==> config.mk <==
export PLATFORM = sky130hd
export DESIGN_NAME = disparity_output_stage_flat
export DESIGN_NICKNAME = d
export VERILOG_FILES = /design/src/rtl/disparity_output_stage_pkg.sv /design/src/rtl/disparity_output_stage_if.sv /design/src/rtl/disparity_output_stage_sync_delay.sv /design/src/rtl/disparity_output_stage.sv /design/src/flat_wrapper.sv
export SDC_FILE = /design/constraint.sdc
export NUM_CORES = 1
export LEC_CHECK = 0
export CAP_MARGIN = 20
export CORE_MARGIN = 2
export CORE_UTILIZATION = 48
export DETAILED_ROUTE_END_ITERATION = 16
export HOLD_SLACK_MARGIN = 0.12
export PLACE_DENSITY = 0.75
export SYNTH_ARGS = -nofsm -noshare
export SYNTH_HDL_FRONTEND = slang
export SYNTH_SLANG_ARGS = --single-unit
==> constraint.sdc <==
create_clock -name clk -period 2.6 [get_ports clk]
set_input_delay 0.39 -clock clk [delete_from_list [all_inputs] [get_ports clk]]
set_output_delay 0.39 -clock clk [all_outputs]
set_load 0.01 [all_outputs]
==> src/rtl/disparity_output_stage_pkg.sv <==
// Shared defaults and types for the disparity output stage.
// Widths are derived from the disparity range so the stage tracks the selector upstream.
package disparity_output_stage_pkg;

    localparam int DEF_DISPARITY_RANGE = 8;
    localparam int DEF_COST_BITS       = 8;
    localparam int DEF_SCALE           = 36;
    localparam int DEF_INVALID_VALUE   = 0;
    localparam int DEF_COL_BITS        = 11;
    localparam int DEF_CNT_BITS        = 21;
    localparam int PIPE_DEPTH          = 3;

    function automatic int clog2(input int value);
        int bits;
        bits = 0;
        while ((1 << bits) < value) bits++;
        return (bits == 0) ? 1 : bits;
    endfunction

    localparam int DEF_INDEX_BITS = clog2(DEF_DISPARITY_RANGE);

    typedef struct packed {
        logic de;
        logic h_sync;
        logic v_sync;
    } sync_t;

endpackage

==> src/rtl/disparity_output_stage_if.sv <==
// Video-side bundle of the disparity output stage: selector results and sync in,
// grey pixel, realigned sync and per-frame statistics out.
interface disparity_output_stage_if
    import disparity_output_stage_pkg::*;
#(
    parameter int INDEX_BITS = DEF_INDEX_BITS,
    parameter int COST_BITS  = DEF_COST_BITS,
    parameter int CNT_BITS   = DEF_CNT_BITS
);
    logic                  de_in;
    logic                  h_sync_in;
    logic                  v_sync_in;
    logic [INDEX_BITS-1:0] disp_idx_in;
    logic [COST_BITS-1:0]  min_cost_in;
    logic [COST_BITS-1:0]  cost_thresh;
    logic                  de_out;
    logic                  h_sync_out;
    logic                  v_sync_out;
    logic [7:0]            pixel_disparity;
    logic [CNT_BITS-1:0]   frame_invalid_cnt;
    logic                  frame_done;

    modport master (
        output de_in, h_sync_in, v_sync_in, disp_idx_in, min_cost_in, cost_thresh,
        input  de_out, h_sync_out, v_sync_out, pixel_disparity, frame_invalid_cnt, frame_done
    );

    modport slave (
        input  de_in, h_sync_in, v_sync_in, disp_idx_in, min_cost_in, cost_thresh,
        output de_out, h_sync_out, v_sync_out, pixel_disparity, frame_invalid_cnt, frame_done
    );
endinterface

==> src/rtl/disparity_output_stage_sync_delay.sv <==
// Fixed-depth shift register with asynchronous reset, used to keep sync signals
// aligned with a pipelined data path.
module sync_delay #(
    parameter int WIDTH = 3,
    parameter int DEPTH = 3
) (
    input  logic             clk,
    input  logic             rst,
    input  logic [WIDTH-1:0] din,
    output logic [WIDTH-1:0] dout
);
    logic [WIDTH-1:0] stage_q [DEPTH];
    logic [WIDTH-1:0] stage_d [DEPTH];

    always_comb begin
        stage_d[0] = din;
        for (int i = 1; i < DEPTH; i++) stage_d[i] = stage_q[i-1];
    end

    // NOTE: clocked state uses non-blocking assignments so every stage samples pre-edge values.
    // NOTE: every stage is reset; this is a short register chain, not a RAM, and syncs must leave reset low.
    always_ff @(posedge clk or posedge rst) begin
        if (rst) begin
            for (int i = 0; i < DEPTH; i++) stage_q[i] <= '0;
        end else begin
            stage_q <= stage_d;
        end
    end

    assign dout = stage_q[DEPTH-1];
endmodule

==> src/rtl/disparity_output_stage.sv <==
// Disparity output stage: invalidates unreliable pixels, scales the winning index to grey,
// realigns video sync to the 3-stage data path and reports per-frame invalid-pixel counts.
module disparity_output_stage
    import disparity_output_stage_pkg::*;
#(
    parameter int DISPARITY_RANGE = DEF_DISPARITY_RANGE,
    parameter int COST_BITS       = DEF_COST_BITS,
    parameter int SCALE           = DEF_SCALE,
    parameter int INVALID_VALUE   = DEF_INVALID_VALUE,
    parameter int COL_BITS        = DEF_COL_BITS,
    parameter int CNT_BITS        = DEF_CNT_BITS
) (
    input  logic                    clk,
    input  logic                    rst,
    disparity_output_stage_if.slave bus
);
    localparam int          INDEX_BITS   = clog2(DISPARITY_RANGE);
    localparam int          PROD_BITS    = 8 + INDEX_BITS;
    localparam logic [31:0] LAST_IDX     = 32'(DISPARITY_RANGE - 1);
    localparam logic [7:0]  INVALID_CODE = 8'(INVALID_VALUE);

    typedef struct packed {
        logic                  de;
        logic [INDEX_BITS-1:0] idx;
        logic [COST_BITS-1:0]  cost;
        logic [COL_BITS-1:0]   col;
    } s1_t;

    typedef struct packed {
        logic                  de;
        logic                  invalid;
        logic [INDEX_BITS-1:0] idx;
    } s2_t;

    logic [COL_BITS-1:0]  col_q, col_d;
    s1_t                  s1_q, s1_d;
    s2_t                  s2_q, s2_d;
    logic                 invalid;
    logic [PROD_BITS-1:0] prod;
    logic [7:0]           pix_q, pix_d;
    logic [CNT_BITS-1:0]  cnt_q, cnt_d, cnt_inc;
    logic [CNT_BITS-1:0]  frame_cnt_q, frame_cnt_d;
    logic                 frame_done_q, frame_done_d;
    logic                 vs_prev_q, vs_prev_d;
    logic                 vs_rise;
    sync_t                sync_in, sync_out;

    assign sync_in = '{de: bus.de_in, h_sync: bus.h_sync_in, v_sync: bus.v_sync_in};

    sync_delay #(.WIDTH($bits(sync_t)), .DEPTH(PIPE_DEPTH)) u_sync_delay (
        .clk  (clk),
        .rst  (rst),
        .din  (sync_in),
        .dout (sync_out)
    );

    // NOTE: each combinational output gets a default first, so no path can infer a latch.
    always_comb begin
        col_d = '0;
        if (bus.de_in) col_d = (&col_q) ? col_q : col_q + 1'b1;
        s1_d = '{de: bus.de_in, idx: bus.disp_idx_in, cost: bus.min_cost_in, col: col_q};
    end

    // Left-edge columns have no full right-image window yet, so they are never trusted.
    always_comb begin
        invalid = (32'(s1_q.col) < LAST_IDX) | (s1_q.cost > bus.cost_thresh)
                | (32'(s1_q.idx) > LAST_IDX);
        s2_d = '{de: s1_q.de, invalid: invalid, idx: s1_q.idx};
    end

    always_comb begin
        prod  = PROD_BITS'(s2_q.idx) * PROD_BITS'(SCALE);
        pix_d = '0;
        if (s2_q.de) begin
            if (s2_q.invalid)               pix_d = INVALID_CODE;
            else if (prod > PROD_BITS'(255)) pix_d = 8'hFF;
            else                            pix_d = prod[7:0];
        end
    end

    // A pixel judged in the frame-end cycle still belongs to the frame being closed.
    always_comb begin
        vs_prev_d    = bus.v_sync_in;
        vs_rise      = bus.v_sync_in & ~vs_prev_q;
        cnt_inc      = cnt_q;
        if (s1_q.de && invalid && !(&cnt_q)) cnt_inc = cnt_q + 1'b1;
        cnt_d        = vs_rise ? '0 : cnt_inc;
        frame_cnt_d  = vs_rise ? cnt_inc : frame_cnt_q;
        frame_done_d = vs_rise;
    end

    always_ff @(posedge clk or posedge rst) begin
        if (rst) begin
            col_q        <= '0;
            s1_q         <= '0;
            s2_q         <= '0;
            pix_q        <= '0;
            cnt_q        <= '0;
            frame_cnt_q  <= '0;
            frame_done_q <= 1'b0;
            vs_prev_q    <= 1'b0;
        end else begin
            col_q        <= col_d;
            s1_q         <= s1_d;
            s2_q         <= s2_d;
            pix_q        <= pix_d;
            cnt_q        <= cnt_d;
            frame_cnt_q  <= frame_cnt_d;
            frame_done_q <= frame_done_d;
            vs_prev_q    <= vs_prev_d;
        end
    end

    assign bus.de_out            = sync_out.de;
    assign bus.h_sync_out        = sync_out.h_sync;
    assign bus.v_sync_out        = sync_out.v_sync;
    assign bus.pixel_disparity   = pix_q;
    assign bus.frame_invalid_cnt = frame_cnt_q;
    assign bus.frame_done        = frame_done_q;
endmodule
==> src/flat_wrapper.sv <==
// flat-port wrapper written by rule: the top's interface ports become plain ports
module disparity_output_stage_flat import disparity_output_stage_pkg::*;
#(
    parameter int DISPARITY_RANGE = DEF_DISPARITY_RANGE,
    parameter int COST_BITS       = DEF_COST_BITS,
    parameter int SCALE           = DEF_SCALE,
    parameter int INVALID_VALUE   = DEF_INVALID_VALUE,
    parameter int COL_BITS        = DEF_COL_BITS,
    parameter int CNT_BITS        = DEF_CNT_BITS
)
  (clk, rst, bus_de_in, bus_h_sync_in, bus_v_sync_in, bus_disp_idx_in, bus_min_cost_in, bus_cost_thresh, bus_de_out, bus_h_sync_out, bus_v_sync_out, bus_pixel_disparity, bus_frame_invalid_cnt, bus_frame_done);
  disparity_output_stage_if #(.COST_BITS(COST_BITS), .CNT_BITS(CNT_BITS)) bus_i ();
  input  logic clk;
  input  logic rst;
  input wire logic [$bits(bus_i.de_in)-1:0] bus_de_in;
  input wire logic [$bits(bus_i.h_sync_in)-1:0] bus_h_sync_in;
  input wire logic [$bits(bus_i.v_sync_in)-1:0] bus_v_sync_in;
  input wire logic [$bits(bus_i.disp_idx_in)-1:0] bus_disp_idx_in;
  input wire logic [$bits(bus_i.min_cost_in)-1:0] bus_min_cost_in;
  input wire logic [$bits(bus_i.cost_thresh)-1:0] bus_cost_thresh;
  output wire logic [$bits(bus_i.de_out)-1:0] bus_de_out;
  output wire logic [$bits(bus_i.h_sync_out)-1:0] bus_h_sync_out;
  output wire logic [$bits(bus_i.v_sync_out)-1:0] bus_v_sync_out;
  output wire logic [$bits(bus_i.pixel_disparity)-1:0] bus_pixel_disparity;
  output wire logic [$bits(bus_i.frame_invalid_cnt)-1:0] bus_frame_invalid_cnt;
  output wire logic [$bits(bus_i.frame_done)-1:0] bus_frame_done;
  assign bus_i.de_in = bus_de_in;
  assign bus_i.h_sync_in = bus_h_sync_in;
  assign bus_i.v_sync_in = bus_v_sync_in;
  assign bus_i.disp_idx_in = bus_disp_idx_in;
  assign bus_i.min_cost_in = bus_min_cost_in;
  assign bus_i.cost_thresh = bus_cost_thresh;
  assign bus_de_out = bus_i.de_out;
  assign bus_h_sync_out = bus_i.h_sync_out;
  assign bus_v_sync_out = bus_i.v_sync_out;
  assign bus_pixel_disparity = bus_i.pixel_disparity;
  assign bus_frame_invalid_cnt = bus_i.frame_invalid_cnt;
  assign bus_frame_done = bus_i.frame_done;
  disparity_output_stage #(.DISPARITY_RANGE(DISPARITY_RANGE), .COST_BITS(COST_BITS), .SCALE(SCALE), .INVALID_VALUE(INVALID_VALUE), .COL_BITS(COL_BITS), .CNT_BITS(CNT_BITS)) u_core (.clk(clk), .rst(rst), .bus(bus_i));
endmodule
==> out/metrics.yaml, run 1 <==
floorplanning:
  dieArea_um2: 8520
  num_rows: 32
  io_pins: 57
  core_area_um2: 7650
  fp.dieW_um: 92.3
  start_util: 0.490
  fp.dieH_um: 92.3
pwr:
  power.internal_mw: 2.10
  sw_frac_of_total: 0.244
  ir_drop_v: 0.000455
  p_total_mw: 2.78
  p_seq_frac: 0.554
  power_switching_mw: 0.680
  power_density_nw_per_um2: 599
  clkPwrFrac: 0.343
  power_frac_comb: 0.103
  leakage_nw: 2.03
outcome:
  run_status: "finished clean"
finish:
  filler_cell_count: 643
  num-nets-final: 428
  most-common-layout-cells: "dfrtp_1 (92), clkdlybuf4s50_1 (54), nor2_1 (22)"
  drive_gt1_frac: 0.0727
  layout_commonest_cell: "dfrtp_1"
  antenna_cells: 0
  area_growth_pct: 24.0
sta:
  tightest_slew_ps: 701
  final-max-slew-violation-count: 0
  finalSetupViolations: 0
  clock.fmax_ghz: 0.432
  slew-limit-headroom: 0.529
  min_period_ps: 2310
  hold_viol_final: 0
  period_share: 0.890
  setup_tns_ps: 0
  skew_ps: 18.0
  grt_setup_unrepaired: "no"
synthesis:
  yosys.area.top_type: "dfrtp_1"
  synth-edff-count: 0
  synth_cell_types: 39
  synth_top_area_share: 0.615
  synth-seq-cells: 92
  ys_top_cells_by_area: "dfrtp_1 (61%), a31oi_1 (3.5%), ha_1 (3.3%)"
  syn-cell-area_um2: 3740
  ys.flop_type: "dfrtp_1"
  syn_inst: 334
  ys_seq_area_frac: 0.615
  yosysWarnings: 0
  synth.avg_cell_area_um2: 11.2
  synth-async-reset-ratio: 1.00
grt:
  grt_use_met3: 0.0391
  antenna_found_initial: 0
  grt_use_met2: 0.270
  grt_use_total: 0.169
  grt_max_degree: 93
  use_met1: 0.215
  top_usage_layer: "met2"
  grt_overflow_total: 0
  grt_pass1_wl_um: 11300
  grt_pass1_vias: 2560
placed_design:
  portBuffers: 54
  dp_hpwl_um: 4560
  place_congestion: 0.828
clock_tree:
  clkLatencyLatePin_ps: 370
  cts_tree: "built"
  htree_levels: 3
  cts-root-buf: "clkbuf_8"
  cts_num_sinks: 92
  cts_max_path_buffers: 2
  postCtsSetupBuffers: 0
  cts_hold_buffers: 0
  ctsResizeCount: 0
  cts_buffers: 9
  clk_pin_slew_ps: 90
routing:
  wl_per_cell_um: 13.0
  vias: 2643
  final_antenna_net_count: 0
  finalWirelength_um: 6530
  drt_iter0_drc: 111
  route.detailed.drc: 0
  drtPass1Iterations: 4
  viasPerCell: 5.28
critical_path:
  cp-end-kind: "flop"
  required_ps: 2860
  critPathKind: "in -> reg"
  cp_max_fo: 12
  arrival_ps: 2580
  start_kind: "input pin"
run:
  cap_violations: 0
min_path:
  holdCritPathClass: "reg -> reg"
==> kinds of logic after synthesis <==
group | after synthesis | synth area share
AO/OA/AOI/OAI | 74 | 0.112
XOR/XNOR | 10 | 0.0234
adder cells (fa/ha/maj) | 10 | 0.0334
buffers and inverters | 28 | 0.0354
flip-flops | 92 | 0.615
multiplexers | 1 | 0.00267
other | 1 | 0.00100
AND/OR/NAND/NOR | 118 | 0.177
==> state kept, by name (all words and copies together) (netlist names) <==
name / count
u_core.s1_q: 23
u_core.bus.frame_invalid_cnt: 21
u_core.cnt_q: 21
u_core.col_q: 11
u_core.s2_q: 5
u_core.u_sync_delay.stage_d: 4
u_core.bus.pixel_disparity: 3
u_core.u_sync_delay.dout: 3
u_core.bus.frame_done: 1
==> per-stage QoR <==
stage | cell area, um2 | worst slack [ps] | cells | hold WS [ps] | util
after floorplan | 3750 | 431 | 335 | 331 | -
after global placement | 4450 | -26.3 | 485 | 334 | 0.581
after detailed placement | 4450 | -64.4 | 485 | 336 | 0.581
after CTS | 4640 | 318 | 501 | 346 | 0.607
after global routing | 4640 | 131 | 501 | 362 | 0.607
final | 4640 | 285 | 501 | 344 | 0.607
==> power groups by stage <==
stage               Combinational, mW  Clock (mW)  Sequential [mW]
floorplan                       0.124           0             1.58
global placement                0.287           0             1.57
detailed placement              0.293           0             1.57
CTS                             0.293       0.985             1.54
global route                    0.320        1.05             1.55
finish                          0.288       0.954             1.54
==> cell type report <==
| class | count | area, um2 | area share |
|---|---|---|---|
| flip-flops and latches | 92 | 2300 | 0.496 |
| well taps | 102 | 128 | 0.0275 |
| inverters | 12 | 48.8 | 0.0105 |
| multi-input cells | 215 | 1310 | 0.283 |
| clock inverters | 6 | 70.1 | 0.0151 |
| repair buffers | 64 | 653 | 0.141 |
| clock buffers | 10 | 128 | 0.0275 |
==> per-layer routing <==
layer  wire length [um]  up-vias
met3                273       11
met5                  0        -
met4                137        0
li1                   -     1311
met1               2980     1266
met2               3140       55
==> Yosys cell counts (9+ instances only) <==
cell type / number
and2_1: 10
inv_1: 11
a21oi_1: 18
ha_1: 10
a31oi_1: 21
nand3_1: 12
or3_1: 15
nor2_1: 22
clkbuf_1: 9
nand4_1: 16
o21ai_0: 10
dfrtp_1: 92
nand2_1: 14
o21ai_1: 16
==> worst max-delay path, stage by stage <==
cell and delay (ps):
clkdlybuf4s50_1 450, inv_1 40, ha_1 310, nand4_1 110, nand2b_1 160, a21o_1 170, and3_4 240, or4_1 530
a21oi_1 180
==> worst paths after layout <==
kind	endpoint	slack, ps	cells after the start	startpoint
hold / removal	u_core.s2_q[1]	340	0	u_core.s1_q[20]
max in group asynchronous	u_core.s1_q[22]	1740	3	rst
setup reg to reg	u_core.bus.frame_invalid_cnt[19]	340	7	u_core.cnt_q[0]
hold reg to reg	u_core.s2_q[1]	340	0	u_core.s1_q[20]
min in group asynchronous	u_core.col_q[9]	490	3	rst
setup / recovery	u_core.cnt_q[4]	290	9	bus_cost_thresh[7]
(Power assumes the default switching activity.)
==> inputs of run 2 (changes only) <==
Settings changed: MAX_ROUTING_LAYER set to met4.
==> out/metrics.yaml, run 2 (same netlist as run 1, synthesis figures left out) <==
sta:
  period_share: 0.890
  slew-limit-headroom: 0.529
  finalSetupViolations: 0
  clock.fmax_ghz: 0.432
  skew_ps: 17.5
  hold_viol_final: 0
  grt_setup_unrepaired: "no"
  tightest_slew_ps: 701
  final-max-slew-violation-count: 0
  min_period_ps: 2310
  hold_ws_ps: 344
finish:
  num-nets-final: 428
  layout_commonest_cell: "dfrtp_1"
  area_growth_pct: 24.0
  antenna_cells: 0
  max_flop_register: "u_core.s1_q"
  most-common-layout-cells: "dfrtp_1 (92), clkdlybuf4s50_1 (54), nor2_1 (22)"
  largest_reg_flops: 23
  final_area_um2: 4640
  filler_cell_count: 643
  finalNonFillerCells: 501
  drive_gt1_frac: 0.0727
  postLayoutCoreUtil: 0.607
floorplanning:
  fp.dieH_um: 92.3
  dieArea_um2: 8520
  start_util: 0.490
  fp.dieW_um: 92.3
  num_rows: 32
  core_area_um2: 7650
  io_pins: 57
routing:
  viasPerCell: 5.26
  drt_iter0_drc: 125
  wl_per_cell_um: 13.0
  finalWirelength_um: 6530
  vias: 2635
  final_antenna_net_count: 0
  drtPass1Iterations: 5
  route.detailed.drc: 0
placed_design:
  dp_hpwl_um: 4560
  place_inst: 485
  placed_cell_area_um2: 4450
  portBuffers: 54
  place_congestion: 0.841
pwr:
  sw_frac_of_total: 0.245
  leakage_nw: 2.03
  p_seq_frac: 0.554
  power_switching_mw: 0.680
  power.internal_mw: 2.10
  power_density_nw_per_um2: 599
  clkPwrFrac: 0.343
  ir_drop_v: 0.000455
  power_frac_comb: 0.104
critical_path:
  r2r_start: "u_core.cnt_q[0]"
  ff2ff_path_depth: 7
  reg2reg_to: "u_core.bus.frame_invalid_cnt[19]"
  critPathKind: "in -> reg"
  start_kind: "input pin"
  regToRegSetupSlack_ps: 340
  required_ps: 2860
  cp_max_fo: 12
  cp-end-kind: "flop"
  arrival_ps: 2580
clock_tree:
  postCtsSetupBuffers: 0
  cts_buffers: 9
  cts_tree: "built"
  ctsResizeCount: 0
  clk_pin_slew_ps: 90
  cts-root-buf: "clkbuf_8"
  htree_levels: 3
  cts_max_path_buffers: 2
  clkLatencyLatePin_ps: 370
  cts_num_sinks: 92
  cts_hold_buffers: 0
grt:
  grt_max_degree: 93
  grt_pass1_vias: 2542
  antenna_found_initial: 0
  grt_use_total: 0.174
  grt_overflow_total: 0
  grt_pass1_wl_um: 11300
min_path:
  worstHoldStart: "u_core.s1_q[20]"
  holdCritPathClass: "reg -> reg"
  min_to: "u_core.s2_q[1]"
  whs_path_depth: 0
run:
  cap_violations: 0
outcome:
  run_status: "finished clean"
[run 2: power groups by stage]
stage,logic (mW),registers [mW],clock network [mW]
5_1_grt,0.320,1.55,1.05
2_1_floorplan,0.124,1.58,0
6_report,0.288,1.54,0.954
3_5_place_dp,0.293,1.57,0
4_1_cts,0.293,1.54,0.985
3_3_place_gp,0.287,1.57,0
[run 2: layout make-up]
type / count / area [um2] / area share
flip-flops and latches: 92 / 2300 / 0.496
multi-input cells: 215 / 1310 / 0.283
repair buffers: 64 / 653 / 0.141
clock buffers: 10 / 128 / 0.0275
well taps: 102 / 128 / 0.0275
clock inverters: 6 / 70.1 / 0.0151
inverters: 12 / 48.8 / 0.0105
[run 2: worst max-delay path, cell delays in order]
cell and delay (ps):
clkdlybuf4s50_1 450, inv_1 40, ha_1 310, nand4_1 110, nand2b_1 160, a21o_1 170, and3_4 240, or4_1 530
a21oi_1 180
[run 2: how the worst max path moves through the flow]
stage | startpoint | end | slack [ps] | cells after the start
after floorplan | bus_cost_thresh[7] | u_core.bus.frame_invalid_cnt[19] | 430 | 9
after global placement | bus_cost_thresh[7] | u_core.bus.frame_invalid_cnt[4] | -30 | 9
after CTS | bus_cost_thresh[7] | u_core.cnt_q[4] | 320 | 9
final | bus_cost_thresh[7] | u_core.cnt_q[4] | 290 | 9
after detailed placement | bus_cost_thresh[7] | u_core.cnt_q[9] | -60 | 10
after global routing | u_core.cnt_q[0] | u_core.bus.frame_invalid_cnt[19] | 130 | 7
[run 2: layer usage]
layer | GRT usage | wire length [um] | vias up
li1 | - | - | 1307
met1 | 0.218 | 3010 | 1255
met2 | 0.269 | 3100 | 63
met3 | 0.0399 | 285 | 10
met4 | 0.0871 | 132 | 0
met5 | - | 0 | -
[run 2: metrics by stage]
step | power, mW | TNS [ps] | worst slack, ps
after floorplan | 1.70 | 0 | 431
after global placement | 1.85 | -39.9 | -26.3
after detailed placement | 1.86 | -599 | -64.4
after CTS | 2.82 | 0 | 318
after global routing | 2.92 | 0 | 131
final | 2.78 | 0 | 286
==> RTL change: new RTL, settings of run 1 <==
The package constant `DEF_DISPARITY_RANGE` goes from 8 to 16.
--- a/src/rtl/disparity_output_stage_pkg.sv
+++ b/src/rtl/disparity_output_stage_pkg.sv
@@ -2,7 +2,7 @@
 // Widths are derived from the disparity range so the stage tracks the selector upstream.
 package disparity_output_stage_pkg;
 
-    localparam int DEF_DISPARITY_RANGE = 8;
+    localparam int DEF_DISPARITY_RANGE = 16;
     localparam int DEF_COST_BITS       = 8;
     localparam int DEF_SCALE           = 36;
     localparam int DEF_INVALID_VALUE   = 0;
Ports: changed (resized bus_disp_idx_in); port bits go from 57 to 58. No check against the original RTL was run, so the function may have changed too.
==> RTL change against run 1 <==
- routed wire length grew 8.0%
- clock skew shrank 4.0 ps
- sequential cell count grew 5
- power grew 4.1%
- non-clock buffer count grew 3
- area after synthesis grew 5.8%
- setup slack lost 140 ps
- critical path depth grew 1
- final area grew 5.7%
- final cell count grew 2.6%
- critical path type unchanged
==> RTL change: results (changes against run 1) <==
Critical path
  – Crit path max-delay family: compound AO/OA/AOI/OAI gates
  – Critical path data arrival time: 2660 ps (+80 ps)

Finish
  – Final #Nets: 441 (+3.0%)
  – Largest register FFs: 24 (+4.3%)
  – Layout cells sized above 1: 10.51% (+3.2 points)

Synthesis
  – Sequential area share after synthesis: 61.24% (-0.24 points)
  – Most common library cells after synthesis: dfrtp_1 (97), nor2_1 (31), nand2_1 (27)
  – Top cells by area, synth: dfrtp_1 (61%), ha_1 (3.8%), xnor2_1 (3.8%), nor2_1 (2.9%), a2111oi_2 (2.7%)
  – Distinct cells, synth: 45 (+15%)

Drt
  – Total Routed Length: 7055 um (+8.0%)
  – WL/cell: 13.73 um (+5.3%)
  – Routed vias/inst: 5.113 (-3.1%)

Placed design
  – Area post-placement: 4695 um2 (+5.6%)

Pwr
  – Power Internal: 2.184 mW (+3.9%)
  – Maximum vdd drop: 0.4004 mV (-12%)
  – Pwr/cell area: 589.7 nW/um2 (-1.6%)

STA
  – Worst rel slew slack: 40.75% (-12 points)
  – Crit path time final: 2457 ps (+142.5 ps)
  – Worst hold margin: 355.1 ps (+10.61 ps)
  – Setup Skew: 13.93 ps (-4.037 ps)

Worst hold path
  – WHS Endpoint: u_core.s2_q[2]
  – Hold path start: u_core.s1_q[21]

Run status
  – Status: completed

Global route
  – Number of global-route vias before repair: 2617 (+2.2%)
  – Total track usage: 17.77% (+0.84 points)
[RTL change: cell count changes after synthesis, moves of 6 or more]
cell              run 1  this run
a2111oi_2             0         7
a21oi_1              18        12
a31oi_1              21         6
nand2_1              14        27
nand4_1              16         9
nor2_1               22        31
o21ai_0              10        17
o21ai_1              16         3
or3_1                15         3
xnor2_1               7        17
[RTL change: worst reg2reg max path: stages, from the launching register on]
cell,delay (ps)
dfrtp_1,410
ha_1,210
nand3_2,130
or4_4,620
o21ai_4,260
buf_4,210
a2111oi_2,50
xnor2_1,210
o21ai_0,100
[RTL change: power by group through the flow]
stage	Sequential (mW)	Clock, mW	Combinational [mW]
after floorplan	1.67	0	0.145
after global placement	1.67	0	0.296
after detailed placement	1.67	0	0.304
after CTS	1.64	0.987	0.306
after global routing	1.65	1.07	0.340
final	1.64	0.957	0.301
[RTL change: cell families (layout without fill, tap and decap cells)]
family | Yosys count | in the layout | share of synthesized area (%)
and+or+nand+nor | 110 | 110 | 14.08
xor gates and xnor gates | 19 | 19 | 4.198
adders and majority gates | 12 | 12 | 3.788
DFF | 97 | 97 | 61.24
AOI/OAI and AO/OA | 69 | 69 | 13.01
muxes | 2 | 2 | 0.5051
buffers and inverters | 29 | 100 | 3.188
[RTL change: final cells by class]
type	count	area (um2)
clock buffer	10	127.6
clock inverter	6	67.56
fill	698	3183
inverter	17	67.56
multi-input combinational	212	1430
sequential	97	2427
tap	105	131.4
timing repair buffer	67	658.1
[RTL change: routing by layer]
metal / GRT usage, % / vias to the layer above / part of all wire (%)
met5: 0 / - / 0
met4: 7.126 / 0 / 1.7
met3: 4.948 / 11 / 3.7
met2: 27.54 / 44 / 49
met1: 23.76 / 1249 / 46
li1: - / 1324 / -
